`config.mk`:
```
export PLATFORM = sky130hd
export DESIGN_NAME = seq_pattern_gen
export DESIGN_NICKNAME = d
export VERILOG_FILES = /design/src/rtl/seq_gen_pkg.sv /design/src/rtl/seq_down_cnt.sv /design/src/rtl/seq_pattern_gen.sv
export SDC_FILE = /design/constraint.sdc
export NUM_CORES = 1
export LEC_CHECK = 0
export BUFFER_PORTS_ARGS = -buffer_cell sky130_fd_sc_hd__buf_2
export CAP_MARGIN = 15
export CORE_MARGIN = 2
export CORE_UTILIZATION = 50
export DETAILED_ROUTE_END_ITERATION = 10
export PLACE_DENSITY = 0.72
export SLEW_MARGIN = 30
export SYNTH_ARGS = -nofsm -noshare
export SYNTH_HDL_FRONTEND = slang
export SYNTH_SLANG_ARGS = --single-unit
```
`constraint.sdc`:
```
create_clock -name clk -period 2.8 [get_ports clk]
set_input_delay 0.42 -clock clk [delete_from_list [all_inputs] [get_ports clk]]
set_output_delay 0.42 -clock clk [all_outputs]
set_load 0.02 [all_outputs]
```
`src/rtl/seq_gen_pkg.sv`:
```
// Purpose: shared types and constants for the serial pattern generator.
// Latency: n/a (declarations only).
// Backpressure: n/a.
package seq_gen_pkg;

    // Fixed 2-bit state encoding so the state register is easy to recognise in waves.
    localparam logic [1:0] ST_IDLE_ENC = 2'd0;
    localparam logic [1:0] ST_SEND_ENC = 2'd1;
    localparam logic [1:0] ST_GAP_ENC  = 2'd2;
    localparam logic [1:0] ST_DONE_ENC = 2'd3;

    typedef enum logic [1:0] {
        ST_IDLE = ST_IDLE_ENC,
        ST_SEND = ST_SEND_ENC,
        ST_GAP  = ST_GAP_ENC,
        ST_DONE = ST_DONE_ENC
    } state_t;

    // Default pattern, shifted out MSB-first.
    localparam logic [3:0] DEF_PATTERN = 4'b1010;

endpackage

```
`src/rtl/seq_down_cnt.sv`:
```
// Purpose: generic loadable down-counter with a zero flag; saturates at zero.
// Latency: load/decrement visible one cycle later; zero flag follows the count.
// Backpressure: none; load has priority over decrement.
module seq_down_cnt #(
    parameter int W = 4
) (
    input  logic         clk,
    input  logic         reset,
    input  logic         load,
    input  logic [W-1:0] load_val,
    input  logic         dec,
    output logic [W-1:0] cnt,
    output logic         zero
);

    // Count register: load wins, otherwise step down and stop at zero.
    always_ff @(posedge clk or posedge reset) begin
        if (reset) begin
            cnt <= '0;
        end else if (load) begin
            cnt <= load_val;
        end else if (dec && (cnt != '0)) begin
            cnt <= cnt - 1'b1;
        end
    end

    assign zero = (cnt == '0);

endmodule

```
`src/rtl/seq_pattern_gen.sv`:
```
// Purpose: serial pattern transmitter, N repeats of PATTERN MSB-first with optional idle gaps; SEQ_GEN_ERRINJ_EN adds err_inj.
// Latency: first bit appears on the same edge that samples start; all outputs registered.
// Backpressure: none; start is only honoured in IDLE, requests while busy are dropped.
module seq_pattern_gen
    import seq_gen_pkg::*;
#(
    parameter int               PAT_W   = 4,
    parameter logic [PAT_W-1:0] PATTERN = PAT_W'(DEF_PATTERN),
    parameter int               CNT_W   = 8,
    parameter int               GAP_W   = 4
) (
    input  logic             clk,
    input  logic             reset,
`ifdef SEQ_GEN_ERRINJ_EN
    input  logic             err_inj,
`endif
    input  logic             start,
    input  logic [CNT_W-1:0] repeat_cnt,
    input  logic [GAP_W-1:0] gap,
    output logic             out_bit,
    output logic             out_valid,
    output logic             busy,
    output logic             done,
    output logic [CNT_W-1:0] frame_idx
);

    localparam int BIT_W = $clog2(PAT_W);

    state_t state_q, state_d;

    // Next values for the registered outputs.
    logic             out_bit_d, out_valid_d, busy_d, done_d;
    logic [CNT_W-1:0] frame_idx_d;

    // Request parameters captured on the accepted start edge.
    logic             lat_en;
    logic [GAP_W-1:0] gap_q;
    logic             inj;

    // Counter controls.
    logic             bit_load, bit_dec, bit_zero;
    logic [BIT_W-1:0] bit_cnt, bit_nxt;
    logic             gap_load, gap_dec, gap_zero;
    logic [GAP_W-1:0] gap_val, gap_cnt;
    logic             frm_load, frm_dec, frm_zero;
    logic [CNT_W-1:0] frm_val, frm_cnt;
    logic             unused_cnt;

    // bit_cnt: index of the bit currently on out_bit.
    seq_down_cnt #(.W(BIT_W)) u_bit_cnt (
        .clk      (clk),
        .reset    (reset),
        .load     (bit_load),
        .load_val (BIT_W'(PAT_W - 1)),
        .dec      (bit_dec),
        .cnt      (bit_cnt),
        .zero     (bit_zero)
    );

    // gap_cnt: idle cycles still to go after the current one.
    seq_down_cnt #(.W(GAP_W)) u_gap_cnt (
        .clk      (clk),
        .reset    (reset),
        .load     (gap_load),
        .load_val (gap_val),
        .dec      (gap_dec),
        .cnt      (gap_cnt),
        .zero     (gap_zero)
    );

    // frm_cnt: frames still to send after the current one.
    seq_down_cnt #(.W(CNT_W)) u_frm_cnt (
        .clk      (clk),
        .reset    (reset),
        .load     (frm_load),
        .load_val (frm_val),
        .dec      (frm_dec),
        .cnt      (frm_cnt),
        .zero     (frm_zero)
    );

    // Only the zero flags of the gap and frame counters drive decisions.
    assign unused_cnt = ^{gap_cnt, frm_cnt};

    assign bit_nxt = bit_cnt - 1'b1;

`ifdef SEQ_GEN_ERRINJ_EN
    logic err_q;

    // Error-injection request is captured alongside the other request fields.
    always_ff @(posedge clk or posedge reset) begin
        if (reset) begin
            err_q <= 1'b0;
        end else if (lat_en) begin
            err_q <= err_inj;
        end
    end

    assign inj = err_q;
`else
    assign inj = 1'b0;
`endif

    // Capture the gap length for the whole request.
    always_ff @(posedge clk or posedge reset) begin
        if (reset) begin
            gap_q <= '0;
        end else if (lat_en) begin
            gap_q <= gap;
        end
    end

    // State register.
    always_ff @(posedge clk or posedge reset) begin
        if (reset) begin
            state_q <= ST_IDLE;
        end else begin
            state_q <= state_d;
        end
    end

    // Next state, counter controls and next output values.
    always_comb begin
        state_d     = state_q;
        out_bit_d   = 1'b0;
        out_valid_d = 1'b0;
        busy_d      = 1'b0;
        done_d      = 1'b0;
        frame_idx_d = frame_idx;
        lat_en      = 1'b0;
        bit_load    = 1'b0;
        bit_dec     = 1'b0;
        gap_load    = 1'b0;
        gap_val     = gap_q - 1'b1;
        gap_dec     = 1'b0;
        frm_load    = 1'b0;
        frm_val     = (repeat_cnt == '0) ? '0 : repeat_cnt - 1'b1;
        frm_dec     = 1'b0;
        case (state_q)
            ST_IDLE: begin
                if (start) begin
                    state_d     = ST_SEND;
                    out_bit_d   = PATTERN[PAT_W-1];
                    out_valid_d = 1'b1;
                    busy_d      = 1'b1;
                    frame_idx_d = '0;
                    lat_en      = 1'b1;
                    bit_load    = 1'b1;
                    frm_load    = 1'b1;
                end
            end
            ST_SEND: begin
                busy_d = 1'b1;
                if (!bit_zero) begin
                    // Next bit of this frame; the last bit of the last frame may be flipped.
                    bit_dec     = 1'b1;
                    out_valid_d = 1'b1;
                    out_bit_d   = PATTERN[bit_nxt] ^ (inj && frm_zero && (bit_nxt == '0));
                end else if (frm_zero) begin
                    state_d = ST_DONE;
                    done_d  = 1'b1;
                end else if (gap_q != '0) begin
                    // Loading gap-1 makes the gap counter hit zero on the final idle cycle.
                    state_d  = ST_GAP;
                    gap_load = 1'b1;
                end else begin
                    out_bit_d   = PATTERN[PAT_W-1];
                    out_valid_d = 1'b1;
                    bit_load    = 1'b1;
                    frm_dec     = 1'b1;
                    frame_idx_d = frame_idx + 1'b1;
                end
            end
            ST_GAP: begin
                busy_d = 1'b1;
                if (gap_zero) begin
                    state_d     = ST_SEND;
                    out_bit_d   = PATTERN[PAT_W-1];
                    out_valid_d = 1'b1;
                    bit_load    = 1'b1;
                    frm_dec     = 1'b1;
                    frame_idx_d = frame_idx + 1'b1;
                end else begin
                    gap_dec = 1'b1;
                end
            end
            ST_DONE: begin
                state_d = ST_IDLE;
            end
            default: begin
                state_d = ST_IDLE;
            end
        endcase
    end

    // Output registers; reset clears them immediately, aborting any frame.
    always_ff @(posedge clk or posedge reset) begin
        if (reset) begin
            out_bit   <= 1'b0;
            out_valid <= 1'b0;
            busy      <= 1'b0;
            done      <= 1'b0;
            frame_idx <= '0;
        end else begin
            out_bit   <= out_bit_d;
            out_valid <= out_valid_d;
            busy      <= busy_d;
            done      <= done_d;
            frame_idx <= frame_idx_d;
        end
    end

endmodule
```
==> results of run 1 <==
## kinds of logic (layout without fill, tap and decap cells)
kind of cell	count (synthesis)	after routing
AOI/OAI and AO/OA	66	66
muxes	7	7
adders and majority gates	13	13
DFF	32	32
xor gates and xnor gates	5	5
buffers and inverters	24	55
and+or+nand+nor	89	89
## metal layers
| metal | up-vias | share of wire [%] | global-route usage [%] | routed length (µm) |
|---|---|---|---|---|
| li1 | 947 | - | - | - |
| met1 | 892 | 47 | 28.72 | 2254 |
| met2 | 56 | 47 | 34.39 | 2268 |
| met3 | 6 | 4.4 | 4.473 | 212 |
| met4 | 0 | 1.7 | 8.761 | 80 |
| met5 | - | 0 | 0 | 0 |
## state kept, by name, summed over array words and instances, names as in the netlist
signal	cells
frame_idx	8
u_gap_cnt.cnt	4
u_frm_cnt.cnt	8
out_bit	1
u_bit_cnt.cnt	2
done	1
state_q	2
out_valid	1
gap_q	4
busy	1
## metrics by stage
stage / utilization [%] / power [mW] / hold slack (ns) / cell area (µm²) / setup slack (ns)
2_1_floorplan: - / 1.922 / 0.4559 / 2191 / 0.5625
3_3_place_gp: 55.24 / 2.188 / 0.4867 / 2372 / 0.5617
3_5_place_dp: 55.24 / 2.226 / 0.4815 / 2372 / 0.4777
4_1_cts: 57.49 / 2.631 / 0.2214 / 2469 / 0.4595
5_1_grt: 57.49 / 2.848 / 0.2522 / 2469 / 0.2492
6_report: 57.49 / 2.623 / 0.2026 / 2469 / 0.4731
## final cells by class
| type | instances | area, µm² | share of cell area [%] |
|---|---|---|---|
| Multi-Input combinational cell | 180 | 1275 | 51.65 |
| Sequential cell | 32 | 800.8 | 32.44 |
| Timing Repair Buffer | 31 | 167.7 | 6.792 |
| Clock buffer | 7 | 96.34 | 3.903 |
| Tap cell | 52 | 65.06 | 2.636 |
| Inverter | 17 | 63.81 | 2.585 |
## layout by cell type, fill, tap and decap left out, drive strengths merged, types with 2 or more instances in the layout
master / n
dfrtp: 32
buf: 31
nand2: 30
inv: 17
ha: 13
nor2: 12
nand3: 11
a21oi: 11
o21ai: 9
nor3: 9
a211oi: 8
clkbuf: 7
mux2i: 6
nor4: 6
nand4: 5
nand2b: 4
a32o: 4
o211ai: 4
a31o: 3
nor3b: 3
o22ai: 3
xor2: 3
a21boi: 3
and2: 3
a31oi: 3
o2bb2ai: 2
a41o: 2
a32oi: 2
xnor2: 2
a311oi: 2
o31a: 2
o41ai: 2
## worst reg2reg max path: cells and delay by family (launching register included)
| family | cells | cell delay (ns) |
|---|---|---|
| adder cells (fa/ha/maj) | 2 | 0.60 |
| buffers and inverters | 2 | 0.30 |
| AO/OA/AOI/OAI | 1 | 0.22 |
| XOR/XNOR | 1 | 0.14 |
| flip-flops | 1 | 0.42 |
| multiplexers | 2 | 0.34 |
| AND/OR/NAND/NOR | 2 | 0.24 |
## where the power goes
group	leakage, nW	switching (mW)	internal, mW	total, mW
Sequential	0.402	0.238	0.637	0.875
Clock	0.0503	0.168	0.219	0.387
Combinational	0.634	0.792	0.570	1.36
## worst max-delay path by stage
stage / to / from
floorplan: u_gap_cnt.cnt[2] / state_q[1]
global placement: u_gap_cnt.cnt[2] / state_q[1]
detailed placement: u_gap_cnt.cnt[2] / state_q[1]
CTS: u_gap_cnt.cnt[2] / state_q[1]
global route: u_gap_cnt.cnt[2] / state_q[1]
finish: u_gap_cnt.cnt[2] / state_q[1]
==> impl_metrics.py, run 1 <==
metrics = {
    "grt": {
        "grt_max_degree": 33,
        "grt_first_pass_wirelength_um": 8687,
        "antenna_found_initial": 0,
        "grt.total_usage_pct": 21.61,
        "grt_pass1_vias": 1855,
        "grt-ovfl-total": 0,
    },
    "cts": {
        "clk_pin_slew_worst_paths_ns": 0.07,
        "clock_latency_ns": 0.29,
        "cts_max_level": 2,
        "ctsHoldBuffers": 0,
        "cts_tree": "yes",
        "cts_made_buffers": 5,
        "clk_path_buf_depth": 2,
        "clockRootBuffer": "clkbuf_8",
        "cts_resized": 0,
        "cts_setup_buffers": 0,
        "clock_sinks": 32,
    },
    "setup_path": {
        "reg2reg_depth": 10,
        "cp.arrival_ns": 2.54,
        "cp_top_family": "adder cells",
        "worstPathRequired_ns": 3.01,
        "cp_num_buf_inv": 2,
        "cp-start-kind": "flip-flop",
        "critical_path_class": "reg -> reg",
        "r2r_end": "u_gap_cnt.cnt[2]",
        "cp.depth": 10,
        "path_cells": "inv_1, ha_1, nand2_1, a211oi_2, buf_4, mux2i_1, ha_1, nand2_1, xor2_1, mux2i_1",
        "crit_path_end_kind": "flip-flop",
        "timing.rr.start": "state_q[1]",
        "cpPeakStageDelay_ns": 0.42,
        "regToRegSetupSlack_ns": 0.47,
        "slowest_stage": "dfrtp_1",
        "worstPathMaxFanout": 11,
    },
    "synthesis": {
        "synth_cells": 236,
        "syn_area_per_cell_um2": 9.283,
        "synth_area_leaders": "dfrtp_1 (37%), ha_1 (7.4%), nand2_1 (5.1%), inv_1 (2.9%), mux2i_1 (2.7%)",
        "netlist.area_leader.share_pct": 36.55,
        "async_reset_ff_share_pct": 100.0,
        "syn-cell-area_um2": 2191,
        "synthAdderAreaFrac_pct": 7.424,
        "synth_most_common_cell": "dfrtp_1",
        "muxShareOfSynthArea_pct": 3.255,
        "synth_warnings": 0,
        "netlist_top_cells_count": "dfrtp_1 (32), nand2_1 (30), inv_1 (17)",
        "ys_ff_latch": 32,
        "synth_compound_area_share_pct": 23.81,
        "synth-main-ff-cell": "dfrtp_1",
        "synth_xor_area_share_pct": 1.999,
        "yosys.area_share.simple_pct": 21.70,
        "netlist.top_cell.by_area": "dfrtp_1",
        "synth_edf_count": 0,
        "synth_top_family_by_area": "compound AO/OA/AOI/OAI gates",
        "ys_seq_area_share_pct": 36.55,
        "synth_cell_types": 52,
        "synth_nets": 264,
    },
    "floorplanning": {
        "dieArea_um2": 4927,
        "coreArea_um2": 4294,
        "initial_core_util_pct": 51.02,
        "die_h_um": 70.20,
        "ios": 27,
        "fp.dieW_um": 70.20,
        "num_rows": 24,
    },
    "timing": {
        "rsz0062_at_grt": "no",
        "hold_viol": 0,
        "fin_worst_skew_ns": 0.004309,
        "fin_crit_ns": 2.327,
        "period_share_pct": 83.10,
        "fin_setup_tns_ns": 0,
        "fmax_mhz": 429.8,
        "worst_slew_pin_slew_ns": 0.6264,
        "setup_violations": 0,
        "slew_viol_final": 0,
        "relSlewSlack_pct": 58.15,
    },
    "drt": {
        "detail_route.vias_per_cell": 5.959,
        "firstDrtPassIters": 4,
        "wl_um": 4814,
        "vias": 1901,
        "wl_per_cell_um": 15.09,
        "drc": 0,
        "first_iter_violations": 162,
        "drtAntennaViolNets": 0,
    },
    "job": {
        "drv_cap": 0,
    },
    "placement": {
        "numPlacedInstances": 312,
        "hpwl_um": 3445,
        "gp_congestion": 0.8177,
        "port_buffers": 26,
    },
    "power_and_ir_drop": {
        "peakVddDrop_uv": 422.0,
        "p_leak_nw": 1.087,
        "cellPowerDensity_nw_per_um2": 1063,
    },
    "run_status": {
        "status": "completed",
    },
    "final_layout": {
        "nets": 295,
        "drive_above_1_share_pct": 19.85,
        "synthToLayoutAreaGrowth_pct": 12.68,
        "fill_cells": 404,
        "layout.cells.non_filler": 319,
        "n_antenna_cell": 0,
    },
    "hold_path": {
        "hold_class": "in -> async",
    },
}
No activity file was read; power rests on OpenSTA's default activity.
==> inputs of run 2 (changes only) <==
--- a/config.mk
+++ b/config.mk
@@ -5,12 +5,13 @@
 export SDC_FILE = /design/constraint.sdc
 export NUM_CORES = 1
 export LEC_CHECK = 0
+export ABC_AREA = 1
 export BUFFER_PORTS_ARGS = -buffer_cell sky130_fd_sc_hd__buf_2
 export CAP_MARGIN = 15
 export CORE_MARGIN = 2
 export CORE_UTILIZATION = 50
 export DETAILED_ROUTE_END_ITERATION = 10
-export PLACE_DENSITY = 0.72
+export PLACE_DENSITY = 0.75
 export SLEW_MARGIN = 30
 export SYNTH_ARGS = -nofsm -noshare
 export SYNTH_HDL_FRONTEND = slang
==> constraint.sdc (replaced) <==
create_clock -name clk -period 2 [get_ports clk]
set_input_delay 0.3 -clock clk [delete_from_list [all_inputs] [get_ports clk]]
set_output_delay 0.3 -clock clk [all_outputs]
set_load 0.02 [all_outputs]
==> impl_metrics.py, run 2 <==
metrics = {
    "synthesis": {
        "netlist.area_leader.share_pct": 38.86,
        "synth_most_common_cell": "nand2_1",
        "ys_seq_area_share_pct": 38.86,
        "ys_ff_latch": 32,
        "netlist_top_cells_count": "nand2_1 (63), dfrtp_1 (32), inv_1 (32)",
        "synth-main-ff-cell": "dfrtp_1",
        "synth_nets": 283,
        "synth_warnings": 0,
        "netlist.top_cell.by_area": "dfrtp_1",
        "synth_cells": 255,
        "synth_cell_types": 29,
        "syn_area_per_cell_um2": 8.081,
        "async_reset_ff_share_pct": 100.0,
        "synth_area_leaders": "dfrtp_1 (39%), nand2_1 (11%), ha_1 (7.9%), o21ai_0 (6.1%), inv_1 (5.8%)",
        "syn-cell-area_um2": 2061,
        "synth_edf_count": 0,
    },
    "timing": {
        "worst_slew_pin_slew_ns": 0.4969,
        "setup_violations": 0,
        "relSlewSlack_pct": 66.62,
        "rsz0062_at_grt": "yes",
        "fin_crit_ns": 1.846,
        "period_share_pct": 92.31,
        "slew_viol_final": 0,
        "hold_viol": 0,
        "setup_slack_ns": 0.1538,
        "holdWs_ns": 0.06557,
        "fmax_mhz": 541.7,
        "fin_setup_tns_ns": 0,
        "fin_worst_skew_ns": 0.01059,
    },
    "grt": {
        "grt_max_degree": 33,
        "grt-ovfl-total": 0,
        "antenna_found_initial": 0,
        "grt_pass1_vias": 1596,
        "grt.total_usage_pct": 20.56,
        "grt_first_pass_wirelength_um": 7065,
    },
    "floorplanning": {
        "ios": 27,
        "fp.dieW_um": 68.20,
        "initial_core_util_pct": 51.89,
        "dieArea_um2": 4651,
        "num_rows": 23,
        "die_h_um": 68.20,
        "coreArea_um2": 3971,
    },
    "cts": {
        "clock_latency_ns": 0.29,
        "clockRootBuffer": "clkbuf_8",
        "cts_tree": "yes",
        "cts_made_buffers": 5,
        "clk_pin_slew_worst_paths_ns": 0.07,
        "cts_setup_buffers": 0,
        "clock_sinks": 32,
        "cts_resized": 0,
        "clk_path_buf_depth": 2,
        "ctsHoldBuffers": 0,
        "cts_max_level": 2,
    },
    "hold_path": {
        "hold_class": "in -> async",
    },
    "power_and_ir_drop": {
        "cellPowerDensity_nw_per_um2": 1458,
        "peakVddDrop_uv": 528.7,
        "p_leak_nw": 1.166,
    },
    "placement": {
        "port_buffers": 26,
        "hpwl_um": 3064,
        "dpl_worst_slack_ns": 0.04232,
        "gp_congestion": 0.8575,
    },
    "setup_path": {
        "critical_path_class": "reg -> reg",
        "cp_num_buf_inv": 1,
        "cpPeakStageDelay_ns": 0.42,
        "worstPathRequired_ns": 2.16,
        "cp.arrival_ns": 2.01,
        "worstPathMaxFanout": 7,
        "crit_path_end_kind": "flip-flop",
        "slowest_stage": "dfrtp_1",
        "cp-start-kind": "flip-flop",
        "path_cells": "inv_1, ha_2, nand3_2, o21ai_0, nand2_1, ha_1, xnor2_1, nand2_1, o21ai_0",
        "cp_top_family": "adder cells",
    },
    "drt": {
        "drc": 0,
        "first_iter_violations": 99,
        "detail_route.vias_per_cell": 5.136,
        "firstDrtPassIters": 4,
        "vias": 1736,
        "wl_per_cell_um": 12.14,
        "drtAntennaViolNets": 0,
        "wl_um": 4102,
    },
    "job": {
        "drv_cap": 0,
    },
    "run_status": {
        "status": "completed",
    },
    "final_layout": {
        "reg_top3": "frame_idx: 8 flops, u_frm_cnt.cnt: 8 flops",
        "drive_above_1_share_pct": 20.83,
        "n_antenna_cell": 0,
        "final_common_cell": "nand2_1",
        "fill_cells": 375,
        "synthToLayoutAreaGrowth_pct": 14.27,
        "mostFrequentLayoutCells": "nand2_1 (63), dfrtp_1 (32), inv_1 (31), buf_2 (26), o21ai_0 (25)",
        "nets": 315,
    },
}
run 2: changes by cell type after synthesis, sizes merged, moves of 5 or more:
cell,change
nor4,-6
o21ai,+22
a21oi,-6
nand2,+38
mux2i,-6
xnor2,+5
xor2,+6
a211oi,-8
nor2,+8
o31ai,+5
inv,+15
nor3,-6
run 2: area by class of cell:
type	instances	area [µm²]	area share, %
clock inverters	2	10.01	0.4251
inverters	32	123.9	5.260
well taps	50	62.56	2.657
repair buffers	29	152.6	6.482
flip-flops and latches	32	800.8	34.01
multi-input cells	187	1122	47.66
clock buffers	6	82.58	3.507
run 2: stage by stage:
stage	power, mW	instances	cell area (µm²)	utilization, %
after detailed placement	2.896	330	2246	56.55
after floorplan	2.511	255	2061	-
after CTS	3.438	338	2338	58.88
after global routing	3.786	338	2355	59.29
final	3.433	338	2355	59.29
after global placement	2.834	330	2246	56.55
run 2: cell families after synthesis:
kind of cell	share of synthesized area [%]
AO/OA/AOI/OAI	14.27
XOR/XNOR	6.801
adder cells (fa/ha/maj)	7.893
buffers and inverters	7.286
flip-flops	38.86
multiplexers	0.5464
AND/OR/NAND/NOR	24.35
run 2: final timing paths:
path	end	from	slack, ns	cells after the start
min in group clk	gap_q[3]	gap[3]	0.21	3
worst min-delay path	frame_idx[2]	reset	0.07	3
worst max register to register	u_gap_cnt.cnt[2]	state_q[1]	0.15	9
max in group asynchronous	u_frm_cnt.cnt[1]	reset	1.62	3
worst max-delay path	u_gap_cnt.cnt[2]	state_q[1]	0.15	9
worst min register to register	u_gap_cnt.cnt[1]	u_gap_cnt.cnt[1]	0.49	2
run 2: per-layer routing:
metal | up-vias | share of wire [%] | track usage [%] | wire length [µm]
met4 | 0 | 1.7 | 8.750 | 69
met2 | 46 | 49 | 33.50 | 2005
met1 | 787 | 44 | 26.09 | 1808
li1 | 897 | - | - | -
met3 | 6 | 5.3 | 4.770 | 219
met5 | - | 0 | 0 | 0
run 2: worst register-to-register path: cells and delay by family (launching register included):
family          cells  cell delay (ns)
compound gates      2             0.26
xor+xnor            1             0.12
fa+ha+maj           2             0.47
buf+inv             1             0.13
flops               1             0.42
simple gates        3             0.33
run 2: report_power, final:
part           leakage [nW]  internal, mW  switching [mW]
logic                 0.710         0.656            1.18
clock network        0.0510         0.274           0.248
registers             0.405         0.897           0.173
